`src/rtl/dmem_arbiter.sv`:
```
// Round-robin arbiter sharing one data-memory port among NUM_PORTS requesters.
// Each grant latches one request, holds it until dmem_ready_i or the bus timeout.
module dmem_arbiter #(
  parameter int unsigned NUM_PORTS  = 2,
  parameter int unsigned ADDR_WIDTH = 32,
  parameter int unsigned DATA_WIDTH = 32,
  parameter int unsigned TIMEOUT    = 255
) (
  input  logic                                     clk,
  input  logic                                     rst,
  input  logic [NUM_PORTS-1:0]                     s_valid_i,
  input  logic [NUM_PORTS*ADDR_WIDTH-1:0]          s_addr_i,
  input  logic [NUM_PORTS*DATA_WIDTH-1:0]          s_wdata_i,
  input  logic [NUM_PORTS*(DATA_WIDTH/8)-1:0]      s_we_i,
  output logic [NUM_PORTS-1:0]                     s_ready_o,
  output logic [NUM_PORTS-1:0]                     s_err_o,
  output logic [DATA_WIDTH-1:0]                    s_rdata_o,
  output logic                                     dmem_valid_o,
  input  logic                                     dmem_ready_i,
  output logic [ADDR_WIDTH-1:0]                    dmem_addr_o,
  output logic [DATA_WIDTH-1:0]                    dmem_wdata_o,
  output logic [DATA_WIDTH/8-1:0]                  dmem_we_o,
  input  logic [DATA_WIDTH-1:0]                    dmem_rdata_i,
  output logic [((NUM_PORTS > 1) ? $clog2(NUM_PORTS) : 1)-1:0] grant_o,
  output logic                                     busy_o
);

  localparam int unsigned BW = DATA_WIDTH / 8;
  localparam int unsigned GW = (NUM_PORTS > 1) ? $clog2(NUM_PORTS) : 1;
  localparam int unsigned TW = (TIMEOUT > 1) ? $clog2(TIMEOUT) : 1;
  localparam logic [TW-1:0] T_LAST    = (TIMEOUT > 0) ? TW'(TIMEOUT - 1) : '0;
  localparam logic [GW-1:0] LAST_PORT = GW'(NUM_PORTS - 1);

  typedef enum logic {IDLE, BUSY} state_t;

  state_t        state, state_next;
  logic [GW-1:0] rr_ptr;
  logic [GW-1:0] grant;
  logic [TW-1:0] timer;

  logic          pick_found;
  logic [GW-1:0] pick;
  logic [GW-1:0] cand;
  int unsigned   idx;
  logic          done;
  logic          timeout_hit;

  // First requester at or above rr_ptr, wrapping around to port 0.
  always_comb begin
    pick_found = 1'b0;
    pick       = '0;
    idx        = 0;
    cand       = '0;
    for (int unsigned i = 0; i < NUM_PORTS; i++) begin
      idx = 32'(rr_ptr) + i;
      if (idx >= NUM_PORTS) idx = idx - NUM_PORTS;
      cand = GW'(idx);
      if (!pick_found && s_valid_i[cand]) begin
        pick_found = 1'b1;
        pick       = cand;
      end
    end
  end

  assign done        = (state == BUSY) && dmem_ready_i;
  assign timeout_hit = (TIMEOUT > 0) && (state == BUSY) && !dmem_ready_i && (timer == T_LAST);

  always_comb begin
    state_next = state;
    s_ready_o  = '0;
    s_err_o    = '0;
    s_rdata_o  = '0;
    case (state)
      IDLE: if (pick_found) state_next = BUSY;
      BUSY: begin
        // Ready wins over a coincident timeout: normal completion, no error.
        if (done) begin
          s_ready_o[grant] = 1'b1;
          s_rdata_o        = dmem_rdata_i;
          state_next       = IDLE;
        end else if (timeout_hit) begin
          s_ready_o[grant] = 1'b1;
          s_err_o[grant]   = 1'b1;
          state_next       = IDLE;
        end
      end
      default: state_next = IDLE;
    endcase
  end

  always_ff @(posedge clk) begin
    if (rst) begin
      state        <= IDLE;
      rr_ptr       <= '0;
      grant        <= '0;
      timer        <= '0;
      dmem_addr_o  <= '0;
      dmem_wdata_o <= '0;
      dmem_we_o    <= '0;
    end else begin
      state <= state_next;
      if (state == IDLE) begin
        if (pick_found) begin
          grant        <= pick;
          timer        <= '0;
          dmem_addr_o  <= s_addr_i[pick*ADDR_WIDTH +: ADDR_WIDTH];
          dmem_wdata_o <= s_wdata_i[pick*DATA_WIDTH +: DATA_WIDTH];
          dmem_we_o    <= s_we_i[pick*BW +: BW];
        end
      end else if (done || timeout_hit) begin
        rr_ptr <= (grant == LAST_PORT) ? '0 : grant + 1'b1;
        timer  <= '0;
      end else if (TIMEOUT > 0) begin
        timer <= timer + 1'b1;
      end
    end
  end

  assign dmem_valid_o = (state == BUSY);
  assign busy_o       = (state == BUSY);
  assign grant_o      = grant;

endmodule

```
`config.mk`:
```
export PLATFORM = sky130hd
export DESIGN_NAME = dmem_arbiter
export DESIGN_NICKNAME = d
export VERILOG_FILES = /design/src/rtl/dmem_arbiter.sv
export SDC_FILE = /design/constraint.sdc
export NUM_CORES = 1
export LEC_CHECK = 0
export CORE_AREA = 2 2 107 109
export CTS_CLUSTER_DIAMETER = 40
export DETAILED_ROUTE_END_ITERATION = 7
export DIE_AREA = 0 0 109 111
export GPL_TIMING_DRIVEN = 0
export MAX_ROUTING_LAYER = met4
export PLACE_DENSITY = 0.82
export SLEW_MARGIN = 20
export SYNTH_ARGS = -nofsm -noshare
export SYNTH_HDL_FRONTEND = slang
export SYNTH_SLANG_ARGS = --single-unit
```
`constraint.sdc`:
```
create_clock -name clk -period 3.5 [get_ports clk]
set_input_delay 0.7 -clock clk [delete_from_list [all_inputs] [get_ports clk]]
set_output_delay 0.7 -clock clk [all_outputs]
set_load 0.02 [all_outputs]
```
* Word-level counts from Yosys, hierarchy flattened *
Cells that the tools add are included.

cells by class
  $add $sub $neg = 5
  equal/unequal tests = 1
  multipliers = 0
  divide/modulo/power cells = 0
  reductions and logical operators = 11
  $lt $le $gt $ge = 6
  muxes and demuxes = 27
  shifts and indexed selects = 3
  bitwise operators = 1

operators with widths
  operator               number
  $shiftx A64 B7 Y32     2
  $mux W32               2
  $mux W8                3
  $mux W1                15
  $mux W2                5
  $add A8 B1 Y8 const B  1
  $eq A8 B8 Y1 const B   1
  $shiftx A8 B4 Y4       1
  $lt A1 B2 Y1 const B   3
  $logic_and A1 B1 Y1    5
  $reduce_and A2 Y1      2
  $add A1 B1 Y2 const B  1
  $ge A1 B2 Y1 const B   1
  $ge A2 B2 Y1 const B   1
  $logic_not A1 Y1       2
  $pmux W1 S2            1
  $reduce_bool A2 Y1     1
  $sub A1 B1 Y1 const B  2
  $add A1 B1 Y1 const B  1
  $demux W1 S1           1
  $ge A1 B1 Y1 const B   1
  $logic_or A1 B1 Y1     1
  $not A1 Y1             1

word-level totals
  RAM bits = 0
  memory bits (read-only) = 0
  bits in latches = 0
  output and inout port bits = 107
  flip-flop bits (word level) = 79
  memories = 0

* Longest topological paths before layout *
  depth after elaboration = 10
  mapped depth = 7
  mapped depth without buffers = 6

* Least setup slack after synthesis *
Ideal clock, no wire load.

  path type = register to output
  start = reg state (netlist: busy_o)
  end = out s_rdata_o[10]
  data required time = 2.800 ns
  stages on the path, launching flop included = 4
  setup slack = 1.548 ns
  path buffers = 2
  data arrival time = 1.252 ns
  cell sequence = dfxtp_1 clkbuf_1 clkbuf_1 and3_1

on the way
  word-level cells in the longest chain between the ends = 3

ends and longest elaborated chain
  what                    line  RTL
  from (decl)             36    state_t state, state_next;
  from (signal assigned)  101   state <= state_next;
  $logic_and A1 B1 Y1     65    assign done = (state == BUSY) && dmem_ready_i;
  $mux W32                77    if (done) begin
  $mux W32 *              73    case (state)
  to (decl)               17    output logic [DATA_WIDTH-1:0] s_rdata_o,

Mark *: on every way between the ends. The rest lies on a longest branch, timed or not.

* Final worst setup path *
  start = in dmem_ready_i
  end = out s_rdata_o[25]

on the way
  word-level cells in the longest chain between the ends = 3

ends and longest elaborated chain
  what                 line  RTL
  from (decl)          19    input logic dmem_ready_i,
  $logic_and A1 B1 Y1  65
  $mux W32             77
  $mux W32             73

Every way passes these cells.

==> key figures <==
Clock network
  – CTS tree: built
  – Clock latency on the worst-skew pair: 0.32 ns
  – Worst-path clk slew: 0.05 ns
  – Clock Tree Buf Depth: 2
  – CTS Hold Buffers Added: 0
  – Clock root buffer master: clkbuf_16
  – H-Tree Level Count: 3
  – Gates resized, CTS repair: 0
  – Clock sinks: 79
  – CTS Buf Count: 9
  – Total setup buffers inserted after CTS: 0

Critical path
  – Critical path depth in cells: 4
  – CP Launch Type: input port
  – Arrival time at the worst endpoint: approximately 2.4 ns
  – Critical Path Max Stage Delay: between 0.6 and 0.7 ns
  – Worst Setup End Kind: primary output
  – Cell Chain, Critical Path: clkdlybuf4s50_1 -> clkbuf_1 -> and3_1 -> clkdlybuf4s50_1
  – Critical-path top delay cell: clkdlybuf4s50_1
  – Reg2Reg Setup Slack: 1.76 ns
  – Crit path kind: in2out
  – Cell family with most CP delay: buffers and inverters
  – Worst Path Required: roughly 2.8 ns
  – Reg2reg path depth: 4
  – CP most frequent cell: clkdlybuf4s50_1
  – Worst-path fanout max: 10
  – Worst Path Buf+Inv: 3

Yosys
  – Top-count cell post-synth: dfxtp_1
  – Largest family of logic cells by synthesized area: multiplexers
  – Post-synthesis mux area share: 0.179
  – Yosys top cell area share: 0.409
  – Synth Area in XOR/XNOR: 0.00453
  – Commonest cells post-synth: 79 x dfxtp_1, 77 x nor2_1, 68 x mux2i_1
  – Yosys cell types: 35
  – Syn_area_per_cell: 9.32 sq um
  – Post-synth EDFFs: 0
  – Synth Instances: approximately 420
  – Top cells by area, synth: dfxtp_1 41%, mux2i_1 18%, a211oi_1 11%
  – Synth Flop Type: dfxtp_1
  – Complex-gate fraction of the synthesized area: 0.175
  – Cell taking the most area after synthesis: dfxtp_1
  – Seq/Total Area, Yosys: 0.409
  – Synth Area in Simple Gates: 0.159
  – Seq cells post-synth: 79
  – Ys Warns: 0
  – Syn nets: 590
  – Async SR Flop Fraction: 0
  – Synth Area in Adders: 0.00647
  – Mapped cell area: just under 0.004 sq mm

Routing
  – Via/cell ratio: 4.93
  – TritonRoute pass-1 iters: 6
  – DR vias: between 4000 and 5000
  – Initial DRC count: 130
  – DRC viols: 0
  – Routed Wire Length: approximately 14000 um
  – Wire per inst: between 15 and 20 um
  – Post-route ant nets: 0

Floorplanning
  – Die H: ~110 um
  – Num rows: 39
  – Die Wd: 109 um
  – Ports: 280
  – Starting Density: 0.349
  – Total core area: approximately 0.011 sq mm
  – Die ar.: about 0.012 sq mm

Timing
  – Final setup TNS: 0 ns
  – Min Tclk post-route: slightly above 3 ns
  – RSZ-0062 raised after global routing: false
  – Period utilization: 0.888
  – Clk_skew: 0.00851 ns
  – Worst slew pin tran: around 0.6 ns
  – Slew Viols, Final: 0
  – Fmax: ~320 MHz
  – Hold Vio Cnt, Final: 0
  – Rel. slew slack: 0.598
  – Setup violators final: 0

Final layout
  – Final Net Count: roughly 900
  – Number of diodes: 0
  – FILL cells: approximately 930
  – Final Util: 0.646
  – Final instance area: about 0.0072 sq mm
  – Layout cell share with drive strength beyond 1: 0.0705
  – Multi-input logic area: slightly above 0.002 sq mm
  – Reg area: between 0.0015 and 0.002 sq mm
  – Area growth syn-to-layout: 84.9%

Worst hold path
  – Hold path depth: 2
  – Type of the tightest min-delay check: reg2reg

Run status
  – Outcome: finished clean

GRT
  – Total global routing overflow: 0
  – Vias in the first global route: 4272
  – Largest net degree at the start of global routing: 14
  – GRT Total Usage: 0.225
  – Initial antenna violation count: 0
  – Global-route wire length before repair: about 21000 um

Job
  – Max-Cap Viols: 0

Placed design
  – HPWL Detailed: ~11000 um
  – Placer Congestion: approximately 0.82
  – Placed cell area: 0.00684 sq mm
  – Buffers on Ports: between 200 and 300

Power and ir drop
  – Worst vdd rail ir drop: about 0.21 mV
  – Lkg Pwr: between 3 and 4 nW
  – Pwr Density: roughly 400 mW/mm^2
-- area by class of cell --
| type | count | area share |
|---|---|---|
| Multi-Input combinational cell | 293 | 0.284 |
| Clock buffer | 9 | 0.0315 |
| Inverter | 5 | 0.00262 |
| Sequential cell | 79 | 0.221 |
| Timing Repair Buffer | 279 | 0.390 |
| Tap cell | 143 | 0.0250 |
| Clock inverter | 6 | 0.0121 |
| Buffer | 38 | 0.0336 |
-- tightest hold or removal path: stages, from the launching register on --
cell and delay (ns):
dfxtp_1 0.30, nor2_1 0.10, a211oi_1 0.05
-- cell usage in the layout, fill, tap and decap left out, drive strengths merged, types with 3 or more instances in the layout --
cell / count
clkdlybuf4s50: 279
dfxtp: 79
nor2: 78
mux2i: 68
a211oi: 68
and3: 32
clkbuf: 26
buf: 21
nand2: 8
a21oi: 5
inv: 5
o21ai: 5
a31oi: 4
nand4: 3
clkinv: 3
-- stage by stage --
stage | power, W | hold slack, ns | setup WS [ns] | instances
3_3_place_gp | 0.00190 | 0.466 | 0.451 | 837
3_5_place_dp | 0.00192 | 0.488 | 0.392 | 837
5_1_grt | 0.00301 | 0.526 | 0.288 | 852
6_report | 0.00288 | 0.498 | 0.391 | 852
4_1_cts | 0.00290 | 0.496 | 0.393 | 852
2_1_floorplan | 0.00145 | 0.445 | 1.55 | 415
-- routing by layer --
layer	GRT usage	up-vias	wire, um
met2	0.399	186	6800
met1	0.243	1908	5390
met4	0.0778	0	313
met3	0.0529	27	1100
li1	-	2083	-
met5	-	-	0
-- path summary, 6_finish.rpt --
kind,from,to
worst max-delay path,dmem_ready_i,s_rdata_o[25]
worst min-delay path,dmem_wdata_o[14],dmem_wdata_o[14]
worst max register to register,busy_o,dmem_we_o[1]
worst min register to register,dmem_wdata_o[14],dmem_wdata_o[14]
-- cell families after synthesis --
group,Yosys count
xor+xnor,2
simple gates,133
buf+inv,43
compound gates,87
fa+ha+maj,2
mux,69
flops,79
-- power by group --
part | switching [W] | internal (W) | total [W]
logic | 0.000398 | 0.000468 | 0.000865
clock network | 0.000362 | 0.000619 | 0.000981
registers | 0.0000477 | 0.000986 | 0.00103
-- state kept, by name, indices dropped and copies added, names as in the netlist --
name          cells
busy_o            1
dmem_wdata_o     32
dmem_we_o         4
dmem_addr_o      32
grant_o           1
rr_ptr            1
timer             8
No activity file was read; power rests on OpenSTA's default activity.
